## config.mk

```make
export PLATFORM = sky130hd
export DESIGN_NAME = button_events
export DESIGN_NICKNAME = d
export VERILOG_FILES = /design/src/rtl/button_events_pkg.sv /design/src/rtl/button_events_sync_2ff.sv /design/src/rtl/button_events.sv
export SDC_FILE = /design/constraint.sdc
export NUM_CORES = 1
export LEC_CHECK = 0
export ABC_CLOCK_PERIOD_IN_PS = 4700
export BUFFER_PORTS_ARGS = -buffer_cell sky130_fd_sc_hd__buf_2
export CAP_MARGIN = 20
export CORE_MARGIN = 1.5
export CORE_UTILIZATION = 50
export DETAILED_ROUTE_END_ITERATION = 8
export PLACE_DENSITY = 0.78
export RECOVER_POWER = 50
export SKIP_CTS_REPAIR_TIMING = 1
export SLEW_MARGIN = 20
export SYNTH_ARGS = -nofsm -noshare
export SYNTH_HDL_FRONTEND = slang
export SYNTH_HIERARCHICAL = 1
export SYNTH_SLANG_ARGS = --single-unit
```

## constraint.sdc

```tcl
create_clock -name sys_clk -period 4.7 [get_ports sys_clk]
set_input_delay 0.235 -clock sys_clk [delete_from_list [all_inputs] [get_ports sys_clk]]
set_output_delay 0.235 -clock sys_clk [all_outputs]
set_load 0.03 [all_outputs]
```

## src/rtl/button_events_pkg.sv

```systemverilog
// Shared definitions for the button conditioning block.
//   CLK_HZ      : board system clock, used to derive default timings
//   btn_state_e : debounce FSM states (encodings fixed for debug visibility)
package button_events_pkg;

  localparam int CLK_HZ = 27_000_000;

  typedef enum logic [1:0] {
    RELEASED   = 2'd0,
    DB_PRESS   = 2'd1,
    PRESSED    = 2'd2,
    DB_RELEASE = 2'd3
  } btn_state_e;

endpackage

```

## src/rtl/button_events_sync_2ff.sv

```systemverilog
// sync_2ff: two-flop synchronizer for an asynchronous pad input.
//   clk_i     : destination clock
//   rst_i     : asynchronous reset, active high
//   d_i       : asynchronous input
//   q_o       : synchronized output (two cycles of latency)
// RESET_VAL sets both flops, so a pad's idle level can be used and no
// spurious edge is seen after reset.
module sync_2ff #(
  parameter logic RESET_VAL = 1'b0
) (
  input  logic clk_i,
  input  logic rst_i,
  input  logic d_i,
  output logic q_o
);

  logic [1:0] sync_q;

  always_ff @(posedge clk_i or posedge rst_i) begin
    if (rst_i) sync_q <= {2{RESET_VAL}};
    else       sync_q <= {sync_q[0], d_i};
  end

  assign q_o = sync_q[1];

endmodule

```

## src/rtl/button_events.sv

```systemverilog
// button_events: turns a raw push-button pad into clean single-cycle events.
//   sys_clk      : system clock
//   sys_reset    : asynchronous reset, active high
//   btn          : raw asynchronous pad
//   btn_level    : debounced state, 1 = pressed
//   btn_press    : one-cycle pulse on an accepted press
//   btn_release  : one-cycle pulse on an accepted release
//   btn_long     : one-cycle pulse once per press when the hold reaches LONG_CYCLES
//   press_count  : accepted presses, wraps mod 256
// Build option: define BUTTON_LONG_PRESS_EN to include the hold counter and
// btn_long; otherwise btn_long is tied low and LONG_CYCLES is only range-checked.
module button_events
  import button_events_pkg::*;
#(
  parameter int DEBOUNCE_CYCLES = CLK_HZ / 100,
  parameter int LONG_CYCLES     = CLK_HZ,
  parameter bit ACTIVE_LOW      = 1'b1
) (
  input  logic       sys_clk,
  input  logic       sys_reset,
  input  logic       btn,
  output logic       btn_level,
  output logic       btn_press,
  output logic       btn_release,
  output logic       btn_long,
  output logic [7:0] press_count
);

  localparam int              DBW     = $clog2(DEBOUNCE_CYCLES);
  localparam logic [DBW-1:0]  DB_LAST = DBW'(DEBOUNCE_CYCLES - 1);

  if (DEBOUNCE_CYCLES < 2) begin : g_bad_db
    $error("DEBOUNCE_CYCLES must be >= 2");
  end
  if (LONG_CYCLES <= DEBOUNCE_CYCLES) begin : g_bad_long
    $error("LONG_CYCLES must exceed DEBOUNCE_CYCLES");
  end

  logic btn_sync;
  logic pressed;

  // Sync flops start at the idle pad level so reset never looks like a press.
  sync_2ff #(.RESET_VAL(logic'(ACTIVE_LOW))) u_sync (
    .clk_i (sys_clk),
    .rst_i (sys_reset),
    .d_i   (btn),
    .q_o   (btn_sync)
  );

  assign pressed = btn_sync ^ ACTIVE_LOW;

  btn_state_e     state_q;
  logic [DBW-1:0] db_cnt_q;
  logic           level_q, press_q, release_q;
  logic [7:0]     count_q;

  // Any sample disagreeing with the candidate level during debounce falls
  // back to the settled state without an event.
  always_ff @(posedge sys_clk or posedge sys_reset) begin
    if (sys_reset) begin
      state_q   <= RELEASED;
      db_cnt_q  <= '0;
      level_q   <= 1'b0;
      press_q   <= 1'b0;
      release_q <= 1'b0;
      count_q   <= '0;
    end else begin
      press_q   <= 1'b0;
      release_q <= 1'b0;
      case (state_q)
        RELEASED: if (pressed) begin
          state_q  <= DB_PRESS;
          db_cnt_q <= '0;
        end
        DB_PRESS: begin
          if (!pressed) state_q <= RELEASED;
          else if (db_cnt_q == DB_LAST) begin
            state_q <= PRESSED;
            level_q <= 1'b1;
            press_q <= 1'b1;
            count_q <= count_q + 8'd1;
          end else db_cnt_q <= db_cnt_q + DBW'(1);
        end
        PRESSED: if (!pressed) begin
          state_q  <= DB_RELEASE;
          db_cnt_q <= '0;
        end
        DB_RELEASE: begin
          if (pressed) state_q <= PRESSED;
          else if (db_cnt_q == DB_LAST) begin
            state_q   <= RELEASED;
            level_q   <= 1'b0;
            release_q <= 1'b1;
          end else db_cnt_q <= db_cnt_q + DBW'(1);
        end
        default: state_q <= RELEASED;
      endcase
    end
  end

`ifdef BUTTON_LONG_PRESS_EN
  localparam int             HW        = $clog2(LONG_CYCLES + 1);
  localparam logic [HW-1:0]  HOLD_MAX  = HW'(LONG_CYCLES);
  localparam logic [HW-1:0]  HOLD_FIRE = HW'(LONG_CYCLES - 1);

  logic [HW-1:0] hold_cnt_q;
  logic          long_q;

  // Counts only in PRESSED, so release bounces freeze it. Saturation past
  // HOLD_FIRE guarantees a single btn_long per press.
  always_ff @(posedge sys_clk or posedge sys_reset) begin
    if (sys_reset) begin
      hold_cnt_q <= '0;
      long_q     <= 1'b0;
    end else begin
      long_q <= 1'b0;
      if (state_q == DB_PRESS && pressed && db_cnt_q == DB_LAST) begin
        hold_cnt_q <= '0;
      end else if (state_q == PRESSED) begin
        if (hold_cnt_q == HOLD_FIRE) long_q <= 1'b1;
        if (hold_cnt_q != HOLD_MAX)  hold_cnt_q <= hold_cnt_q + HW'(1);
      end
    end
  end

  assign btn_long = long_q;
`else
  assign btn_long = 1'b0;
`endif

  assign btn_level   = level_q;
  assign btn_press   = press_q;
  assign btn_release = release_q;
  assign press_count = count_q;

endmodule
```

==> summary.md, run 1 <==
| Metric | Value |
|---|---|
| Part of the power in the clock network | `around 36%` |
| # DRC | `0` |
| Peak VDD IR | `0.000143 V` |
| Top FF cell, synth | `dfrtp_1` |
| Footprint of the multi-input gates | `0.00101 mm2` |
| Simple-gate portion of the synthesized area | `27.4%` |
| Pwr dens | `269 mW/mm2` |
| Lkg Pwr | `a little under 0.001 uW` |
| Max-slew violations | `0` |
| Yosys reg bits | `34` |
| DR vias | `1595` |
| DR iter-0 viols | `77` |
| CP endpoint kind | `register` |
| Post-Layout Cell Count | `254` |
| Tot GR Track Use | `21.7%` |
| Seq/Total Area, Yosys | `43.7%` |
| H-tree lvl count | `2` |
| Vias in the first global route | `around 1.4k` |
| DIE AREA | `around 0.0043 mm2` |
| Adder-Cell Fraction of Synth Area | `1.28%` |
| CTS clk-pin slew, worst paths | `70 ps` |
| Setup Skew | `5.02 ps` |
| Row cnt | `22` |
| Synth area leaders | `dfrtp_1 41%, nand2_1 4.2%, xor2_1 3.1%` |
| Multiplexer share of the synthesized area | `roughly 3.2%` |
| Yosys warns | `6` |
| Starting Density | `52.5%` |
| Fill count | `about 320` |
| Ports | `15` |
| Routed wire length | `between 4 and 5 mm` |
| WP data required | `around 4900 ps` |
| Net Switching | `around 140 uW` |
| Share of the synthesized area in the top cell type | `41.1%` |
| Wire per inst | `16.2 um` |
| Sw frac | `25.2%` |
| DP HPWL | `2.80 mm` |
| Register area | `~850 um2` |
| Logic pwr share | `6.8%` |
| CTS tree | `done` |
| First-pass GRT wire length | `6.93 mm` |
| Share of cells above drive strength 1 | `9.71%` |
| Vias/cell | `6.28` |
| Worst-Skew Late Latency | `290 ps` |
| Cells after DPL | `245` |
| Status | `finished, final reports clean` |
| DR pass1 iterations | `4` |
| I/O Buffers | `13` |
| Tmin final | `2330 ps` |
| Post-route ant nets | `0` |
| Post-synthesis async set-or-reset flop share | `100%` |
| Die height | `65.5 um` |
| RSZ-0062 raised after global routing | `no` |
| Routability Congestion | `0.844` |
| Syn-to-layout area delta | `7.76%` |
| Synth Area in XOR/XNOR | `between 4 and 5%` |
| Root buf cell | `clkbuf_8` |
| Max-slew headroom | `31.0%` |
| Fin crit share | `49.6%` |
| Die extent in x | `65.5 um` |
| Compound-cell area share of the yosys netlist | `between 10% and 20%` |
| Endpoints failing hold | `0` |
| # clock sinks | `34` |
| Max-cap violations | `0` |
| Core region area | `0.00372 mm2` |
| Biggest area consumer among synthesized cells | `dfrtp_1` |
| Clk buf depth | `2` |
| Initial antenna violation count | `0` |
| WP data arrival | `2510 ps` |
| Pint | `422 uW` |
| Area of the mapped netlist | `0.00195 mm2` |
| Worst slew pin tran | `1030 ps` |
| Post-synth EDFFs | `0` |
| Mapped Nets | `199` |
| Max Freq | `0.429 GHz` |
| Syn Area/Cell | `~10 um2` |
| # setup viols final | `0` |
| Antenna fix cells | `0` |
| Post-synth cell types | `48` |
| Post-Synthesis Cells | `194` |
| Crit Path Class | `register to register` |
| CTS Buf Count | `5` |
| Final Net Count | `210` |
| Largest family of logic cells by synthesized area | `simple AND/OR/NAND/NOR gates` |
| Flop pwr share | `56.9%` |
| Total gr overflow | `0` |
| Hold Crit Class | `input pin to register` |
| Largest net degree at the start of global routing | `31` |
| Startpoint Class | `register` |
| CP Max Fanout | `30` |
| Setup TNS Final | `0 ps` |
[through the flow]
stage          hold slack [ps]  instance area [um2]  worst slack [ps]  power [uW]  util (%)
3_5_place_dp               268                 2030              2410         363      54.6
5_1_grt                   28.0                 2100              2180         589      56.6
6_report                  39.9                 2100              2370         565      56.6
2_1_floorplan              147                 1950              3040         352         -
4_1_cts                  -46.5                 2110              2390         572      56.8
3_3_place_gp               265                 2030              2490         361      54.6
[Yosys cell counts (2+ instances only)]
master     count
o41ai_1        5
ha_1           2
a21oi_1        2
a31oi_1        5
nand4b_1       2
nand3b_1       3
nor3_1         9
and3_1         3
nor4_1         4
a21o_1         5
dfstp_2        2
nand2_1       22
o31ai_1        2
and4_1         3
nand4_1        5
xor2_1         7
nor2_1         4
nor4_2         3
buf_2          6
clkbuf_1       4
and2_1         4
a211o_1        3
mux2i_1        4
nand4_2        2
a2bb2oi_1      4
a31o_1         2
o311ai_1       2
o21ai_0        3
nand3_1       10
dfrtp_1       32
and4b_1        3
mux2_1         2
inv_1          8
or3_1          3
[power by group through the flow]
stage / clock [uW] / sequential (uW) / combinational (uW)
floorplan: 0 / 318 / 34.1
detailed placement: 0 / 325 / 38.3
global route: 224 / 322 / 42.3
global placement: 0 / 325 / 36.1
finish: 205 / 321 / 38.2
CTS: 213 / 320 / 38.6
[kinds of logic (layout without fill, tap and decap cells)]
| family | Yosys count | count (layout) |
|---|---|---|
| flip-flops | 34 | 34 |
| AND/OR/NAND/NOR | 84 | 84 |
| XOR/XNOR | 9 | 9 |
| AO/OA/AOI/OAI | 38 | 38 |
| adder cells (fa/ha/maj) | 2 | 2 |
| other | 1 | 1 |
| buffers and inverters | 20 | 32 |
| multiplexers | 6 | 6 |
[cell type report]
| cell class | instances | share of cell area, % |
|---|---|---|
| timing repair buffer | 15 | 3.04 |
| sequential | 34 | 40.6 |
| inverter | 9 | 1.61 |
| clock buffer | 8 | 3.81 |
| tap | 48 | 2.86 |
| multi-input combinational | 140 | 48.1 |
[layer usage]
layer,track usage [%],wire (um),vias to the layer above
met4,9.11,74,0
met1,28.5,1780,790
met3,5.82,247,7
met5,0,0,-
met2,33.7,2020,49
li1,-,-,749
[critical path, stage by stage, from the launching register on]
cell and delay (ps):
dfrtp_1 960, nor2b_1 360, nand4_4 230, o21ai_4 320
inv_2 130, a31o_1 230
[sequential cells by signal (all words and copies together), names as in the netlist, named ones only]
signal         cells
db_cnt_q          19
press_count        8
u_sync/sync_q      2
btn_level          1
btn_press          1
btn_release        1
state_q            1
[worst paths after layout]
path	start	end	slack (ps)	cells after the start
min	btn	u_sync/sync_q[0]$_DFF_PP1_	40	1
max in group asynchronous	sys_reset	db_cnt_q[11]$_DFFE_PP0P_	2870	4
max reg2reg	state_q[0]$_DFFE_PP0P_	db_cnt_q[7]$_DFFE_PP0P_	2370	5
min in group asynchronous	sys_reset	u_sync/sync_q[0]$_DFF_PP1_	510	3
min reg2reg	u_sync/sync_q[0]$_DFF_PP1_	u_sync/sync_q[1]$_DFF_PP1_	360	0
max	state_q[0]$_DFFE_PP0P_	db_cnt_q[7]$_DFFE_PP0P_	2370	5
[cell usage in the layout, fill, tap and decap left out, types with 7 or more instances in the layout]
master / synthesis / final
clkbuf_1: 4 / 16
inv_1: 8 / 8
nand3_1: 10 / 10
nand2_1: 22 / 22
nor3_1: 9 / 9
xor2_1: 7 / 7
dfrtp_1: 32 / 32
Note: power is estimated with default switching activity, not from simulation.
==> run 2: changes to the inputs <==
--- a/config.mk
+++ b/config.mk
@@ -5,13 +5,14 @@
 export SDC_FILE = /design/constraint.sdc
 export NUM_CORES = 1
 export LEC_CHECK = 0
-export ABC_CLOCK_PERIOD_IN_PS = 4700
+export ABC_AREA = 1
+export ABC_CLOCK_PERIOD_IN_PS = 2000
 export BUFFER_PORTS_ARGS = -buffer_cell sky130_fd_sc_hd__buf_2
 export CAP_MARGIN = 20
 export CORE_MARGIN = 1.5
 export CORE_UTILIZATION = 50
 export DETAILED_ROUTE_END_ITERATION = 8
-export PLACE_DENSITY = 0.78
+export PLACE_DENSITY = 0.81
 export RECOVER_POWER = 50
 export SKIP_CTS_REPAIR_TIMING = 1
 export SLEW_MARGIN = 20
==> constraint.sdc (replaced) <==
create_clock -name sys_clk -period 2 [get_ports sys_clk]
set_input_delay 0.1 -clock sys_clk [delete_from_list [all_inputs] [get_ports sys_clk]]
set_output_delay 0.1 -clock sys_clk [all_outputs]
set_load 0.03 [all_outputs]
==> run 2 against run 1 <==
Via count is 5.5% higher. Power grew to 2.5 times the previous value. Clock-buffer cell count down 1. Hold slack improved by 240 ps. Flip-flop and latch count unchanged. First-iteration DRC count increased by 38%. Sequential power grew 120%. Utilization grew 0.93 points. Critical path type unchanged.
==> summary.md, run 2 <==
| Metric | Value |
|---|---|
| Max-slew headroom | `55.3% (+24 points)` |
| DR vias | `1683 (+5.5%)` |
| Max-slew violations | `0 (unchanged)` |
| WP data required | `2170 ps (-2710 ps)` |
| DR pass1 iterations | `4 (unchanged)` |
| Hold Crit Class | `input pin to asynchronous set/reset pin` |
| Fin crit share | `83.3% (+34 points)` |
| Flop pwr share | `50.0% (-6.9 points)` |
| I/O Buffers | `13 (unchanged)` |
| Fill count | `362 (+12%)` |
| Max-cap violations | `0 (unchanged)` |
| Area of the mapped netlist | `0.00209 mm2 (+7.2%)` |
| Most frequent cell after synthesis | `nand2_1` |
| Mapped Nets | `267 (+34%)` |
| Yosys reg bits | `34 (unchanged)` |
| Largest net degree at the start of global routing | `28 (-9.7%)` |
| # DRC | `0 (unchanged)` |
| Top FF cell, synth | `dfrtp_1` |
| Row cnt | `23 (+4.5%)` |
| Setup Skew | `8.86 ps (+3.84 ps)` |
| Worst slew pin tran | `671 ps (-364 ps)` |
| Worst-Skew Late Latency | `290 ps (about the same)` |
| Largest Register | `db_cnt_q` |
| Final Net Count | `284 (+35%)` |
| CP endpoint kind | `register` |
| WHS | `279 ps (+239 ps)` |
| Tmin final | `1670 ps (-664 ps)` |
| Synth top cells by count | `70 x nand2_1, 32 x dfrtp_1, 30 x inv_1, 24 x nand3_1, 23 x nor2_1` |
| Most frequent cells in the layout | `70 x nand2_1, 32 x dfrtp_1, 30 x inv_1` |
| Initial antenna violation count | `0 (unchanged)` |
| H-tree lvl count | `2 (unchanged)` |
| Die extent in x | `67.7 um (+3.4%)` |
| DR iter-0 viols | `106 (+38%)` |
| Post-synthesis async set-or-reset flop share | `100% (unchanged)` |
| Final WS setup | `334 ps (-2040 ps)` |
| CTS Buf Count | `5 (unchanged)` |
| Clk buf depth | `2 (unchanged)` |
| Starting Density | `52.3% (-0.19 points)` |
| Antenna fix cells | `0 (unchanged)` |
| Post-Synthesis Cells | `262 (+35%)` |
| Vias in the first global route | `1508 (+4.7%)` |
| Biggest area consumer among synthesized cells | `dfrtp_1` |
| Post-synth EDFFs | `0 (unchanged)` |
| Pwr dens | `620 mW/mm2 (+130%)` |
| RSZ-0062 raised after global routing | `no` |
| Vias/cell | `5.10 (-19%)` |
| Share of the synthesized area in the top cell type | `38.3% (-2.8 points)` |
| Seq/Total Area, Yosys | `40.8% (-3.0 points)` |
| CTS clk-pin slew, worst paths | `60 ps (about the same)` |
| Root buf cell | `clkbuf_8` |
| DP HPWL | `3.07 mm (+9.6%)` |
| CTS tree | `done` |
| Commonest non-fill, non-tap cell in the layout | `nand2_1` |
| Routed wire length | `4.09 mm (-0.97%)` |
| Total gr overflow | `0 (unchanged)` |
| Startpoint Class | `register` |
| Max Freq | `0.600 GHz (+40%)` |
| DIE AREA | `0.00458 mm2 (+6.9%)` |
| Crit Path Class | `register to register` |
| First-pass GRT wire length | `6.82 mm (-1.5%)` |
| Total power | `1430 uW (+150%)` |
| Net Switching | `302 uW (+110%)` |
| Status | `finished, final reports clean` |
| CP Max Fanout | `11 (-63%)` |
| Post-route ant nets | `0 (unchanged)` |
| Largest register FFs | `19 (unchanged)` |
| Ports | `15 (unchanged)` |
| # setup viols final | `0 (unchanged)` |
| Peak VDD IR | `0.000451 V (+220%)` |
| Die height | `67.7 um (+3.4%)` |
| Endpoints failing hold | `0 (unchanged)` |
| Sw frac | `21.1% (-4.1 points)` |
| Share of cells above drive strength 1 | `18.9% (+9.2 points)` |
| Wire per inst | `12.4 um (-24%)` |
| Logic pwr share | `4.6% (-2.2 points)` |
| Setup TNS Final | `0 ps (unchanged)` |
| Worst slack, placed | `330 ps (-2080 ps)` |
| Post-synth cell types | `32 (-33%)` |
| Tot GR Track Use | `20.2% (-1.5 points)` |
| Core region area | `0.00400 mm2 (+7.6%)` |
| Pint | `1120 uW (+170%)` |
| WP data arrival | `1840 ps (-670 ps)` |
| Synth area leaders | `dfrtp_1 38%, nand2_1 13%, o21ai_2 6.3%` |
| Yosys warns | `6 (unchanged)` |
| Routability Congestion | `0.837 (-0.77%)` |
| Syn-to-layout area delta | `9.93%` |
| Lkg Pwr | `0.00107 uW (+7.9%)` |
| # clock sinks | `34 (unchanged)` |
| Part of the power in the clock network | `45.4% (+9.0 points)` |
| Syn Area/Cell | `7.98 um2 (-21%)` |
## run 2: changes by cell type after synthesis, sizes merged, moves of 8 or more
| cell | previous run | this run |
|---|---|---|
| nand3 | 10 | 26 |
| inv | 9 | 31 |
| nor4 | 8 | 0 |
| nand2 | 22 | 73 |
| nor2 | 4 | 29 |
| o21ai | 5 | 18 |
## run 2: power by group through the flow
stage | registers [uW] | clock network (uW) | logic, uW
finish | 712 | 648 | 65.6
global route | 714 | 702 | 75.0
floorplan | 720 | 0 | 60.5
global placement | 724 | 0 | 62.8
CTS | 712 | 665 | 64.9
detailed placement | 725 | 0 | 64.6
## run 2: area by class of cell
cell class                 count  area [um2]  share of cell area (%)
multi-input combinational    189        1050                    45.9
sequential                    34         853                    37.1
inverter                      32         120                    5.22
timing repair buffer          17        92.6                    4.03
clock buffer                   7        86.3                    3.75
tap                           50        62.6                    2.72
clock inverter                 1        30.0                    1.31
## run 2: per-stage QoR
step,instances,cell area [um2],utilization [%]
floorplan,262,2090,-
global placement,320,2170,54.3
detailed placement,320,2170,54.3
CTS,328,2290,57.2
global route,330,2300,57.5
finish,330,2300,57.5
## run 2: worst max-delay path, stage by stage (launching register included)
cell	delay (ps)
dfrtp_1	400
ha_1	200
nand3_1	180
nor2_2	210
nand3_1	140
nand3_2	90
buf_4	240
o21ai_2	90
## run 2: worst paths after layout
check / start / to / slack, ps / cells past startpoint
worst max-delay path: db_cnt_q[0]$_DFFE_PP0P_ / db_cnt_q[14]$_DFFE_PP0P_ / 330 / 7
min in group sys_clk: u_sync/sync_q[0]$_DFF_PP1_ / u_sync/sync_q[1]$_DFF_PP1_ / 360 / 0
worst min register to register: u_sync/sync_q[0]$_DFF_PP1_ / u_sync/sync_q[1]$_DFF_PP1_ / 360 / 0
worst min-delay path: sys_reset / press_count[2]$_DFFE_PP0P_ / 280 / 3
worst max register to register: db_cnt_q[0]$_DFFE_PP0P_ / db_cnt_q[14]$_DFFE_PP0P_ / 330 / 7
max in group asynchronous: sys_reset / db_cnt_q[10]$_DFFE_PP0P_ / 830 / 4
## run 2: routing by layer
| metal | up-vias | wire (um) | track usage, % |
|---|---|---|---|
| met5 | - | 0 | 0 |
| met4 | 0 | 68 | 8.42 |
| met3 | 6 | 174 | 5.50 |
| met2 | 28 | 1900 | 30.4 |
| met1 | 776 | 1940 | 27.1 |
| li1 | 873 | - | - |
## run 2: kinds of logic after synthesis
family,count (synthesis),share of synthesized area (%)
AND/OR/NAND/NOR,152,35.0
buffers and inverters,39,8.79
flip-flops,34,40.8
AO/OA/AOI/OAI,18,7.00
XOR/XNOR,16,7.06
adder cells (fa/ha/maj),2,1.20
other,1,0.179
==> run 3: changes to the inputs <==
--- a/config.mk
+++ b/config.mk
@@ -5,14 +5,14 @@
 export SDC_FILE = /design/constraint.sdc
 export NUM_CORES = 1
 export LEC_CHECK = 0
-export ABC_AREA = 1
-export ABC_CLOCK_PERIOD_IN_PS = 2000
+export ABC_AREA = 0
+export ABC_CLOCK_PERIOD_IN_PS = 1600
 export BUFFER_PORTS_ARGS = -buffer_cell sky130_fd_sc_hd__buf_2
 export CAP_MARGIN = 20
 export CORE_MARGIN = 1.5
 export CORE_UTILIZATION = 50
 export DETAILED_ROUTE_END_ITERATION = 8
-export PLACE_DENSITY = 0.81
+export PLACE_DENSITY = 0.78
 export RECOVER_POWER = 50
 export SKIP_CTS_REPAIR_TIMING = 1
 export SLEW_MARGIN = 20
==> constraint.sdc (replaced) <==
create_clock -name sys_clk -period 1.6 [get_ports sys_clk]
set_input_delay 0.08 -clock sys_clk [delete_from_list [all_inputs] [get_ports sys_clk]]
set_output_delay 0.08 -clock sys_clk [all_outputs]
set_load 0.03 [all_outputs]
==> run 3 against run 2 <==
Combinational power grew to 3.3 times the previous value. Critical endpoint is now press_count[5]$_DFFE_PP0P_. Die area down 6.5%. Clock-buffer cell count did not move. The flow now finishes with violations (negative setup slack). Utilization grew 15 points. Via count up 8.0%. Largest cell class unchanged. Highest routed layer unchanged.
==> summary.md, run 3 (same netlist as run 1, synthesis figures left out) <==
| Metric | Value |
|---|---|
| Status | `finished, violations left` |
| Failing checks | `negative setup slack` |
| Worst Reg2Reg Path Length in Cells | `5 (-2)` |
| Worst slew pin tran | `625 ps (-45.6 ps)` |
| Hold path depth | `0` |
| DP HPWL | `3.25 mm (+6.0%)` |
| CP Max Fanout | `5 (-6)` |
| Core region area | `0.00372 mm2 (-7.1%)` |
| CP max stage cell | `dfrtp_2` |
| CP peak stage delay | `450 ps (+50 ps)` |
| Peak VDD IR | `0.000699 V (+55%)` |
| DR iter-0 viols | `87 (-18%)` |
| Net Switching | `482 uW (+60%)` |
| Max-slew headroom | `58.3% (+3.0 points)` |
| Setup TNS Final | `-16.9 ps (-16.9 ps)` |
| # DRC | `0 (unchanged)` |
| Worst-Skew Late Latency | `300 ps (about the same)` |
| DR pass1 iterations | `4 (unchanged)` |
| Crit-path cells | `nor4_4, nand3_2, buf_6, nor4_4, xor2_1` |
| CTS Buf Count | `5 (unchanged)` |
| Cells after DPL | `287 (-10%)` |
| Vias in the first global route | `1660 (+10%)` |
| CP dominant cell by count | `nor4_4` |
| I/O Buffers | `13 (unchanged)` |
| Largest Register | `db_cnt_q` |
| Startpoint Class | `register` |
| Pwr dens | `677 mW/mm2 (+9.3%)` |
| Setup Skew | `13.9 ps (+5.06 ps)` |
| # clock sinks | `34 (unchanged)` |
| Hold_sp | `u_sync/sync_q[0]$_DFF_PP1_` |
| Vias/cell | `6.08 (+19%)` |
| Pint | `1330 uW (+18%)` |
| Worst flop-to-flop path startpoint | `db_cnt_q[13]$_DFFE_PP0P_` |
| DR vias | `1818 (+8.0%)` |
| Final WS setup | `-9.50 ps (-344 ps)` |
| WP data arrival | `1820 ps (-20 ps)` |
| Largest net degree at the start of global routing | `30 (+7.1%)` |
| Min-Delay Endpoint | `u_sync/sync_q[1]$_DFF_PP1_` |
| Total power | `1810 uW (+27%)` |
| Max Freq | `0.621 GHz (+3.5%)` |
| Max-slew violations | `0 (unchanged)` |
| Root buf cell | `clkbuf_8` |
| Flop pwr share | `51.7% (+1.7 points)` |
| CTS clk-pin slew, worst paths | `80 ps (+20 ps)` |
| Lkg Pwr | `0.00134 uW (+26%)` |
| DIE AREA | `0.00429 mm2 (-6.5%)` |
| Ports | `15 (unchanged)` |
| CTS tree | `done` |
| Hold Crit Class | `register to register` |
| Share of cells above drive strength 1 | `43.4% (+24 points)` |
| Largest register FFs | `19 (unchanged)` |
| Part of the power in the clock network | `36.5% (-8.9 points)` |
| Routability Congestion | `0.838 (about the same)` |
| Die height | `65.5 um (-3.3%)` |
| Wire per inst | `17.0 um (+38%)` |
| Logic pwr share | `11.8% (+7.2 points)` |
| WP data required | `1810 ps (-360 ps)` |
| Routed wire length | `5.09 mm (+25%)` |
| Final Net Count | `256 (-9.9%)` |
| Sw frac | `26.6% (+5.5 points)` |
| Most frequent cells in the layout | `40 x buf_4, 25 x dfrtp_1, 21 x nand2_1` |
| Post-route ant nets | `0 (unchanged)` |
| First-pass GRT wire length | `7.87 mm (+15%)` |
| Clk buf depth | `2 (unchanged)` |
| Commonest non-fill, non-tap cell in the layout | `buf_4` |
| Die extent in x | `65.5 um (-3.3%)` |
| H-tree lvl count | `2 (unchanged)` |
| Row cnt | `22 (-4.3%)` |
| Post-Layout Cell Count | `299 (-9.4%)` |
| CP endpoint kind | `register` |
| RSZ-0062 raised after global routing | `yes` |
| Syn-to-layout area delta | `37.2%` |
| Starting Density | `52.5% (+0.19 points)` |
| Initial antenna violation count | `0 (unchanged)` |
| # setup viols final | `2 (+2)` |
| Setup slack, reg-to-reg | `-10 ps (-340 ps)` |
| Total gr overflow | `0 (unchanged)` |
| Endpoints failing hold | `0 (unchanged)` |
| Max-cap violations | `0 (unchanged)` |
| Crit Path Class | `register to register` |
| R2R Path End | `press_count[5]$_DFFE_PP0P_` |
| Tmin final | `1610 ps (-56.2 ps)` |
| Antenna fix cells | `0 (unchanged)` |
| Tot GR Track Use | `24.1% (+4.0 points)` |
| Fin crit share | `101% (+17 points)` |
==> run 3: area by class of cell <==
| type | count | area [um2] |
|---|---|---|
| Sequential cell | 34 | 862 |
| Multi-Input combinational cell | 140 | 1190 |
| Fill cell | 247 | 1040 |
| Timing Repair Buffer | 61 | 439 |
| Inverter | 9 | 33.8 |
| Clock buffer | 7 | 86.3 |
| Tap cell | 48 | 60.1 |
==> run 3: power by group through the flow <==
stage	Combinational [uW]	Sequential, uW	Clock (uW)
final	214	937	662
after global routing	234	940	694
after CTS	190	920	664
after detailed placement	190	935	0
after global placement	184	935	0
after floorplan	100	935	0
==> run 3: routing by layer <==
metal  up-vias  part of all wire, %  global-route usage [%]
met5         -                    0                       0
met4         0                  2.0                    7.29
met3        10                  4.1                    5.48
met2        58                   53                    42.6
met1       906                   41                    29.2
li1        844                    -                       -
==> run 3: critical path, delay by kind of cell (launching register included) <==
kind / cells / cell delay (ps)
buffers and inverters: 1 / 160
DFF: 1 / 450
and+or+nand+nor: 3 / 710
xor gates and xnor gates: 1 / 190
==> run 3: stage by stage <==
stage / hold slack [ps] / utilization, % / setup slack, ps / area (um2)
after global routing: 367 / 72.0 / -120 / 2680
after floorplan: -8.50 / - / -10.2 / 1960
after global placement: 104 / 63.3 / 0.161 / 2350
after detailed placement: 114 / 63.3 / -82.8 / 2350
after CTS: -197 / 65.7 / -94.9 / 2440
final: 371 / 72.0 / -9.50 / 2680
==> run 3: how the worst max path moves through the flow <==
stage / startpoint / end / slack [ps] / cells past startpoint
6_report: db_cnt_q[13]$_DFFE_PP0P_ / press_count[5]$_DFFE_PP0P_ / -10 / 5
5_1_grt: db_cnt_q[1]$_DFFE_PP0P_ / press_count[4]$_DFFE_PP0P_ / -120 / 6
4_1_cts: db_cnt_q[1]$_DFFE_PP0P_ / press_count[5]$_DFFE_PP0P_ / -90 / 6
3_5_place_dp: db_cnt_q[1]$_DFFE_PP0P_ / press_count[5]$_DFFE_PP0P_ / -80 / 6
3_3_place_gp: db_cnt_q[1]$_DFFE_PP0P_ / press_count[5]$_DFFE_PP0P_ / 0.2 / 6
2_1_floorplan: db_cnt_q[16]$_DFFE_PP0P_ / press_count[1]$_DFFE_PP0P_ / -10 / 5
